`config.mk`:
```
export PLATFORM = sky130hd
export DESIGN_NAME = sc_io_bank
export DESIGN_NICKNAME = d
export VERILOG_FILES = /design/src/rtl/sc_io_pkg.sv /design/src/rtl/sc_io_debounce.sv /design/src/rtl/sc_io_bank.sv
export SDC_FILE = /design/constraint.sdc
export NUM_CORES = 1
export LEC_CHECK = 0
export CORE_MARGIN = 1.5
export CORE_UTILIZATION = 47
export CTS_CLUSTER_DIAMETER = 30
export DETAILED_ROUTE_END_ITERATION = 12
export GPL_ROUTABILITY_DRIVEN = 0
export MAX_ROUTING_LAYER = met4
export PLACE_DENSITY = 0.79
export SLEW_MARGIN = 25
export SYNTH_ARGS = -nofsm -noshare
export SYNTH_HDL_FRONTEND = slang
export SYNTH_SLANG_ARGS = --single-unit
```
`constraint.sdc`:
```
create_clock -name clk -period 2.4 [get_ports clk]
set_input_delay 0.36 -clock clk [delete_from_list [all_inputs] [get_ports clk]]
set_output_delay 0.36 -clock clk [all_outputs]
set_load 0.01 [all_outputs]
```
`src/rtl/sc_io_pkg.sv`:
```
`default_nettype none
// ============================================================================
// Module   : sc_io_pkg
// Brief    : Address map and helpers for the single-cycle computer I/O bank
// Revision : 1.0 - initial release
// ============================================================================
package sc_io_pkg;

    localparam logic [7:0] OUT_BASE    = 8'h80;
    localparam logic [7:0] IN_BASE     = 8'hC0;
    localparam logic [7:0] MASK_ADDR   = 8'hF8;
    localparam logic [7:0] STATUS_ADDR = 8'hFC;

    // Byte address to 32-bit word index; the two byte-lane bits are dropped.
    function automatic logic [5:0] word_idx(input logic [7:0] byte_addr);
        return 6'(byte_addr >> 2);
    endfunction

endpackage
`default_nettype wire

```
`src/rtl/sc_io_debounce.sv`:
```
`default_nettype none
// ============================================================================
// Module   : sc_io_debounce
// Brief    : 2-flop synchronizer plus whole-vector debounce of one input port
// Revision : 1.0 - initial release
// ============================================================================
module sc_io_debounce
    import sc_io_pkg::*;
#(
    parameter int W          = 10,
    parameter int DEB_CYCLES = 4
) (
    input  logic         clk,
    input  logic         resetn,
    input  logic [W-1:0] raw,
    output logic [W-1:0] deb,
    output logic         changed_pulse
);

    // A single-cycle debounce still needs a 1-bit counter to stay legal.
    localparam int                 c_CNT_W   = (DEB_CYCLES > 1) ? $clog2(DEB_CYCLES) : 1;
    localparam logic [c_CNT_W-1:0] c_CNT_MAX = c_CNT_W'(DEB_CYCLES - 1);

    logic [W-1:0]       r_s1;
    logic [W-1:0]       r_s2;
    logic [W-1:0]       r_deb;
    logic [c_CNT_W-1:0] r_cnt;

    // High on the edge where the new value is accepted into deb.
    assign changed_pulse = (r_s2 != r_deb) && (r_cnt == c_CNT_MAX);
    assign deb           = r_deb;

    // Bring the asynchronous port into the clock domain.
    always_ff @(posedge clk or negedge resetn) begin
        if (!resetn) begin
            r_s1 <= '0;
            r_s2 <= '0;
        end else begin
            r_s1 <= raw;
            r_s2 <= r_s1;
        end
    end

    // Count consecutive mismatching cycles; any return to equality restarts.
    always_ff @(posedge clk or negedge resetn) begin
        if (!resetn) begin
            r_cnt <= '0;
            r_deb <= '0;
        end else if (r_s2 == r_deb) begin
            r_cnt <= '0;
        end else if (r_cnt == c_CNT_MAX) begin
            r_deb <= r_s2;
            r_cnt <= '0;
        end else begin
            r_cnt <= r_cnt + 1'b1;
        end
    end

endmodule
`default_nettype wire

```
`src/rtl/sc_io_bank.sv`:
```
`default_nettype none
// ============================================================================
// Module   : sc_io_bank
// Brief    : Memory-mapped I/O bank: output ports, debounced input ports,
//            sticky change flags with W1C status and maskable interrupt
// Revision : 1.0 - initial release
// ============================================================================
module sc_io_bank
    import sc_io_pkg::*;
#(
    parameter int DATA_W     = 32,
    parameter int NUM_OUT    = 2,
    parameter int NUM_IN     = 2,
    parameter int IN_W       = 10,
    parameter int DEB_CYCLES = 4
) (
    input  logic                      clk,
    input  logic                      resetn,
    input  logic [7:0]                addr,
    input  logic                      io_sel,
    input  logic                      we,
    input  logic [DATA_W-1:0]         wdata,
    output logic [DATA_W-1:0]         rdata,
    input  logic [NUM_IN*IN_W-1:0]    in_port,
    output logic [NUM_OUT*DATA_W-1:0] out_port,
    output logic                      irq
);

    localparam logic [5:0] c_OUT_IDX    = word_idx(OUT_BASE);
    localparam logic [5:0] c_IN_IDX     = word_idx(IN_BASE);
    localparam logic [5:0] c_MASK_IDX   = word_idx(MASK_ADDR);
    localparam logic [5:0] c_STATUS_IDX = word_idx(STATUS_ADDR);

    logic [5:0]        w_idx;
    logic [NUM_OUT-1:0] w_out_we;
    logic              w_mask_we;
    logic              w_status_we;
    logic [NUM_IN-1:0] w_set;
    logic [IN_W-1:0]   w_deb [NUM_IN];
    logic [DATA_W-1:0] w_rdata;

    logic [DATA_W-1:0] r_out [NUM_OUT];
    logic [NUM_IN-1:0] r_mask;
    logic [NUM_IN-1:0] r_flag;

    assign w_idx       = word_idx(addr);
    assign w_mask_we   = io_sel && we && (w_idx == c_MASK_IDX);
    assign w_status_we = io_sel && we && (w_idx == c_STATUS_IDX);

    generate
        for (genvar k = 0; k < NUM_OUT; k++) begin : g_out_port
            assign w_out_we[k]                  = io_sel && we && (w_idx == c_OUT_IDX + 6'(k));
            assign out_port[k*DATA_W +: DATA_W] = r_out[k];
        end

        for (genvar k = 0; k < NUM_IN; k++) begin : g_in_port
            sc_io_debounce #(
                .W          (IN_W),
                .DEB_CYCLES (DEB_CYCLES)
            ) u_debounce (
                .clk           (clk),
                .resetn        (resetn),
                .raw           (in_port[k*IN_W +: IN_W]),
                .deb           (w_deb[k]),
                .changed_pulse (w_set[k])
            );
        end
    endgenerate

    // Output port registers, one word each.
    always_ff @(posedge clk or negedge resetn) begin
        if (!resetn) begin
            for (int k = 0; k < NUM_OUT; k++) r_out[k] <= '0;
        end else begin
            for (int k = 0; k < NUM_OUT; k++) begin
                if (w_out_we[k]) r_out[k] <= wdata;
            end
        end
    end

    // Interrupt mask register.
    always_ff @(posedge clk or negedge resetn) begin
        if (!resetn)        r_mask <= '0;
        else if (w_mask_we) r_mask <= wdata[NUM_IN-1:0];
    end

    // Sticky change flags; a set in the same cycle as a W1C clear wins.
    always_ff @(posedge clk or negedge resetn) begin
        if (!resetn)          r_flag <= '0;
        else if (w_status_we) r_flag <= (r_flag & ~wdata[NUM_IN-1:0]) | w_set;
        else                  r_flag <= r_flag | w_set;
    end

    // Zero-latency read mux; anything not decoded reads as zero.
    always_comb begin
        w_rdata = '0;
        if (io_sel) begin
            for (int k = 0; k < NUM_OUT; k++) begin
                if (w_idx == c_OUT_IDX + 6'(k)) w_rdata = r_out[k];
            end
            for (int k = 0; k < NUM_IN; k++) begin
                if (w_idx == c_IN_IDX + 6'(k)) w_rdata = DATA_W'(w_deb[k]);
            end
            if (w_idx == c_MASK_IDX)   w_rdata = DATA_W'(r_mask);
            if (w_idx == c_STATUS_IDX) w_rdata = DATA_W'(r_flag);
        end
    end

    assign rdata = w_rdata;
    assign irq   = |(r_flag & r_mask);

endmodule
`default_nettype wire

```
==> results of run 1 <==
[cells in the mapped netlist, types with 2 or more instances]
cell type,count
dfrtp_1,132
mux2_2,71
mux2_4,30
nor2_1,30
a22oi_1,22
xnor2_1,12
nand2_1,8
o22ai_1,8
xor2_1,8
clkbuf_1,7
and2_1,3
buf_1,3
buf_4,3
buf_6,3
nand3_1,3
nand4_1,3
nor3_1,3
a22o_1,2
buf_2,2
ha_1,2
mux2i_1,2
mux4_2,2
nor2b_1,2
nor4_1,2
o21ai_0,2
o31ai_1,2
[cells by family (layout without fill, tap and decap cells)]
kind of cell    count (synthesis)  in the layout  share of synthesized area (%)
compound gates                 36             36                           4.66
mux                           106            106                           24.0
xor+xnor                       20             20                           3.17
fa+ha+maj                       2              2                          0.453
buf+inv                        19            225                           1.97
simple gates                   62             62                           5.98
flops                         132            132                           59.8
[final timing paths]
check | startpoint | end | slack, ns
setup reg to reg | g_in_port[0].u_debounce.deb[1]$_DFFE_PN0P_ | g_in_port[0].u_debounce.deb[6]$_DFFE_PN0P_ | 0.69
setup / recovery | addr[7] | rdata[10] | 0.08
hold reg to reg | g_in_port[1].u_debounce.r_s1[7]$_DFF_PN0_ | g_in_port[1].u_debounce.r_s2[7]$_DFF_PN0_ | 0.35
hold / removal | g_in_port[1].u_debounce.r_s1[7]$_DFF_PN0_ | g_in_port[1].u_debounce.r_s2[7]$_DFF_PN0_ | 0.35
min in group asynchronous | resetn | out_port[56]$_DFFE_PN0P_ | 0.49
max in group asynchronous | resetn | out_port[33]$_DFFE_PN0P_ | 1.21
[cells in the final DEF, fill, tap and decap left out, types with 11 or more instances in the layout]
cell type,n
mux2_4,30
buf_4,24
a22oi_1,22
buf_2,14
dfrtp_1,132
clkdlybuf4s50_1,119
nor2_1,30
dlygate4sd2_1,11
mux2_2,71
clkbuf_16,17
xnor2_1,12
[layer usage]
metal | GRT usage [%] | part of all wire (%)
met1 | 28.3 | 42
met2 | 39.0 | 51
met3 | 6.42 | 6.5
met4 | 7.34 | 1.2
met5 | - | 0
[sequential cells by signal, summed over array words and instances (netlist names)]
signal	count
out_port	64
g_in_port.u_debounce.deb	20
r_mask	2
g_in_port.u_debounce.r_cnt	4
g_in_port.u_debounce.r_s1	20
g_in_port.u_debounce.r_s2	20
r_flag	2
[repair_timing]
action,in CTS,in global routing
cloned,2,0
pin swaps,4,2
buffers inserted,7,0
endpoints found under the hold margin,40,0
endpoints found under the setup margin,32,27
hold buffers,1,0
gates resized for setup,97,10
[power breakdown]
| part | switching, mW | total [mW] | internal, mW |
|---|---|---|---|
| sequential | 0.194 | 2.63 | 2.44 |
| combinational | 0.305 | 0.841 | 0.536 |
| clock | 0.978 | 2.86 | 1.88 |
| total | 1.48 | 6.34 | 4.86 |
[stage by stage]
step                      instance area [sq um]  cells
after floorplan                            5530    377
after global routing                       8150    726
final                                      8150    726
after detailed placement                   7480    685
after CTS                                  8180    727
after global placement                     7480    685
[final cells by class]
type	count	area share [%]
Tap cell	143	2.19
Clock buffer	18	5.39
Timing Repair Buffer	193	23.0
Sequential cell	132	40.5
Multi-Input combinational cell	226	26.1
Clock inverter	14	2.76
[worst max-delay path, stage by stage]
cell and delay, ns:
clkdlybuf4s15_2 0.19, or3b_4 0.39, nor4b_4 0.24, buf_4 0.15
buf_4 0.11, buf_6 0.12, a22oi_1 0.08, nor2_1 0.08
clkdlybuf4s15_1 0.24
==> results.py, run 1 <==
metrics = {
    "floorplanning": {
        "dieArea_sq_um": 12400,
        "core_sq_um": 11400,
        "start_util_pct": 48.4,
        "ioPinCount": 161,
        "dieWidth_um": 111,
        "rows": 39,
        "fp.dieH_um": 111,
    },
    "drt": {
        "dr.pass1.iters": 4,
        "drt-initial-drc-count": 253,
        "vias_per_cell": 5.37,
        "vias": 3898,
        "routed_wl_um": 13600,
        "wl_per_cell_um": 18.8,
        "drtAntennaViolNets": 0,
        "drc": 0,
    },
    "final_layout": {
        "multi_input_area_sq_um": 2130,
        "regArea_sq_um": 3300,
        "num_antenna_cells": 0,
        "fillers": 764,
        "nets": 636,
        "area_delta_synth_final_pct": 47.5,
        "layout-drive-gt1-share_pct": 34.3,
        "final_core_util_pct": 71.4,
    },
    "yosys": {
        "ys.flop_type": "dfrtp_1",
        "ys_ff_latch": 132,
        "syn_area_sq_um": 5530,
        "synth-seq-area-share_pct": 59.8,
        "syn_nets": 443,
        "ys_types": 36,
        "synth_area_leaders": "dfrtp_1 60%, mux2_2 14%, mux2_4 8.2%",
        "syn_avg_cell_area_sq_um": 14.7,
        "yosys_warnings": 0,
        "synth_edf_count": 0,
        "async_reset_ff_share_pct": 100,
        "synth_top_area_cell": "dfrtp_1",
        "netlist.area_leader.share_pct": 59.8,
        "syn_inst": 377,
    },
    "sta": {
        "setup_tns_ns": 0,
        "finalCritPeriodShare_pct": 96.5,
        "min_period_ns": 2.32,
        "fin_ws_ns": 0.0832,
        "hold_slack_ns": 0.346,
        "rsz0062_at_grt": "no",
        "skew_ns": 0.00338,
        "fmax_mhz": 432,
        "hold_viol": 0,
        "finalSetupViolCount": 0,
        "finalMaxSlewViolations": 0,
        "tightest_slew_ns": 0.600,
        "slew_headroom_pct": 60.0,
    },
    "clock_tree": {
        "cts_root_buf": "clkbuf_16",
        "clkTransAtPathRegs_ns": 0.06,
        "cts_inserted_buffers": 17,
        "cts.sinks": 132,
        "clkLatencyLatePin_ns": 0.41,
        "cts_htree_levels": 4,
        "cts_tree": "done",
        "cts_max_path_buffers": 2,
    },
    "global_routing": {
        "grt_usage_pct": 23.6,
        "grt_max_degree": 51,
        "grt_pass1_vias": 4076,
        "grt_antenna_before_repair": 0,
        "grt_pass1_wl_um": 22000,
        "overflow": 0,
    },
    "placement": {
        "pre_cts_ws_ns": -0.518,
        "dp_hpwl_um": 9500,
        "io_buffers": 158,
    },
    "critical_path": {
        "worst_ep_required_time_ns": 2.04,
        "ff2ff_path_depth": 4,
        "crit_path_end_kind": "primary output",
        "crit_arrival_ns": 1.96,
        "critical_path_class": "in -> out",
        "start_kind": "primary input",
        "path_max_fanout": 5,
    },
    "power": {
        "leakagePower_nw": 3.74,
        "vdd.ir_drop.worst_uv": 496,
        "power_mw": 6.34,
        "p_per_area_nw_per_um2": 777,
    },
    "min_path": {
        "hp-class": "reg -> reg",
        "holdPathStages": 0,
    },
    "job": {
        "cap_violations": 0,
    },
    "status": {
        "outcome": "finished, final reports clean",
    },
}
(Power assumes the default switching activity.)
==> run 2: changes to the inputs <==
--- a/config.mk
+++ b/config.mk
@@ -5,7 +5,7 @@
 export SDC_FILE = /design/constraint.sdc
 export NUM_CORES = 1
 export LEC_CHECK = 0
-export CORE_MARGIN = 1.5
+export CORE_MARGIN = 2
 export CORE_UTILIZATION = 47
 export CTS_CLUSTER_DIAMETER = 30
 export DETAILED_ROUTE_END_ITERATION = 12
==> results.py, run 2 (same netlist as run 1, synthesis figures left out) <==
metrics = {
    "status": {
        "outcome": "finished, final reports clean",
    },
    "critical_path": {
        "crit_path_end_kind": "primary output",
        "crit_arrival_ns": 1.90,
        "worst_ep_required_time_ns": 2.04,
        "start_kind": "register",
        "slowest_delay_ns": 0.48,
        "path_max_fanout": 3,
        "critical_path_class": "reg -> out",
        "worst_path_max_delay_cell": "mux4_2",
        "path_cells": "mux4_2 -> nand2_1 -> o21ai_0 -> and2_1 -> dlygate4sd2_1",
    },
    "drt": {
        "drt-initial-drc-count": 170,
        "dr.pass1.iters": 4,
        "routed_wl_um": 13600,
        "drc": 0,
        "vias_per_cell": 5.29,
        "wl_per_cell_um": 18.7,
        "vias": 3849,
        "drtAntennaViolNets": 0,
    },
    "clock_tree": {
        "cts_max_path_buffers": 2,
        "cts_htree_levels": 4,
        "cts_inserted_buffers": 17,
        "clkLatencyLatePin_ns": 0.41,
        "cts.sinks": 132,
        "clkTransAtPathRegs_ns": 0.05,
        "cts_root_buf": "clkbuf_16",
        "cts_tree": "done",
    },
    "sta": {
        "tightest_slew_ns": 0.518,
        "hold_slack_ns": 0.346,
        "slew_headroom_pct": 65.5,
        "finalCritPeriodShare_pct": 94.2,
        "fin_ws_ns": 0.140,
        "finalSetupViolCount": 0,
        "rsz0062_at_grt": "no",
        "hold_viol": 0,
        "min_period_ns": 2.26,
        "finalMaxSlewViolations": 0,
        "fmax_mhz": 442,
        "skew_ns": 0.00901,
    },
    "floorplanning": {
        "core_sq_um": 11500,
        "fp.dieH_um": 112,
        "rows": 39,
        "dieWidth_um": 112,
        "ioPinCount": 161,
        "start_util_pct": 48.2,
        "dieArea_sq_um": 12600,
    },
    "final_layout": {
        "layout-drive-gt1-share_pct": 33.3,
        "largest_register_ff_count": 64,
        "fillers": 777,
        "area_delta_synth_final_pct": 46.6,
        "layout_common_cells": "132 x dfrtp_1, 119 x clkdlybuf4s50_1, 71 x mux2_2, 30 x nor2_1, 30 x mux2_4",
        "final_common_cell": "dfrtp_1",
        "nets": 636,
    },
    "global_routing": {
        "grt_pass1_vias": 4093,
        "grt_antenna_before_repair": 0,
        "grt_pass1_wl_um": 22000,
        "grt_max_degree": 59,
        "grt_usage_pct": 23.3,
        "overflow": 0,
    },
    "placement": {
        "pre_cts_ws_ns": -0.481,
        "dp_hpwl_um": 9720,
        "io_buffers": 158,
    },
    "min_path": {
        "hp-class": "reg -> reg",
    },
    "power": {
        "leakagePower_nw": 3.75,
        "p_per_area_nw_per_um2": 750,
        "vdd.ir_drop.worst_uv": 625,
    },
    "job": {
        "cap_violations": 0,
    },
}
[run 2: changes by cell type in the layout (fill, tap and decap cells not counted), moves of 2 or more]
| cell | change |
|---|---|
| dlygate4sd2_1 | +4 |
| clkinvlp_4 | +2 |
| clkinv_4 | -4 |
| clkdlybuf4s15_2 | -7 |
| clkbuf_8 | +4 |
| bufinv_16 | -3 |
[run 2: final timing paths]
| path | start | endpoint | slack, ns | cells after the start |
|---|---|---|---|---|
| max | g_in_port[1].u_debounce.deb[1]$_DFFE_PN0P_ | rdata[1] | 0.14 | 5 |
| min | g_in_port[1].u_debounce.r_s1[0]$_DFF_PN0_ | g_in_port[1].u_debounce.r_s2[0]$_DFF_PN0_ | 0.35 | 0 |
| max reg2reg | g_in_port[0].u_debounce.deb[2]$_DFFE_PN0P_ | g_in_port[0].u_debounce.deb[4]$_DFFE_PN0P_ | 0.67 | 4 |
| min reg2reg | g_in_port[1].u_debounce.r_s1[0]$_DFF_PN0_ | g_in_port[1].u_debounce.r_s2[0]$_DFF_PN0_ | 0.35 | 0 |
| max in group asynchronous | resetn | out_port[6]$_DFFE_PN0P_ | 1.35 | 3 |
| min in group asynchronous | resetn | out_port[24]$_DFFE_PN0P_ | 0.38 | 2 |
[run 2: metal layers]
metal / global-route usage [%] / routed length, um
met5: - / 0
met4: 7.80 / 240
met3: 5.67 / 671
met2: 38.3 / 6840
met1: 28.5 / 5850
[run 2: timing repair]
action / CTS / global route
hold buffers: 1 / 0
endpoints found under the setup margin: 32 / 31
gates resized for setup: 88 / 9
buffers inserted: 4 / 1
hold endpoints to repair: 17 / 0
pin swaps: 4 / 3
cloned: 2 / 0
[run 2: power breakdown]
part | switching, mW | internal [mW] | total [mW]
Clock | 0.935 | 1.67 | 2.61
Combinational | 0.308 | 0.536 | 0.844
Sequential | 0.189 | 2.44 | 2.63
Total | 1.43 | 4.65 | 6.08
[run 2: through the flow]
stage               TNS [ns]  area (sq um)  util (%)  power, mW  cells
detailed placement    -21.30          7490      65.3       3.50    686
global route               0          8100      70.6       6.33    726
floorplan                  0          5530         -       3.01    377
CTS                        0          8110      70.7       6.14    725
finish                     0          8100      70.6       6.08    727
global placement      -21.31          7490      65.3       3.47    686
[run 2: cell type report]
class	count	area, sq um	share of cell area (%)
antenna	1	2.50	0.0309
clock buffer	22	494	6.10
clock inverter	10	120	1.48
multi-input combinational	226	2130	26.3
sequential	132	3300	40.8
tap	143	179	2.21
timing repair buffer	193	1870	23.1
[run 2: worst max-delay path: cells and delay by family (launching register included)]
kind            cells  cell delay, ns
mux                 1            0.48
simple gates        2            0.23
flops               1            0.41
compound gates      1            0.08
buf+inv             1            0.30
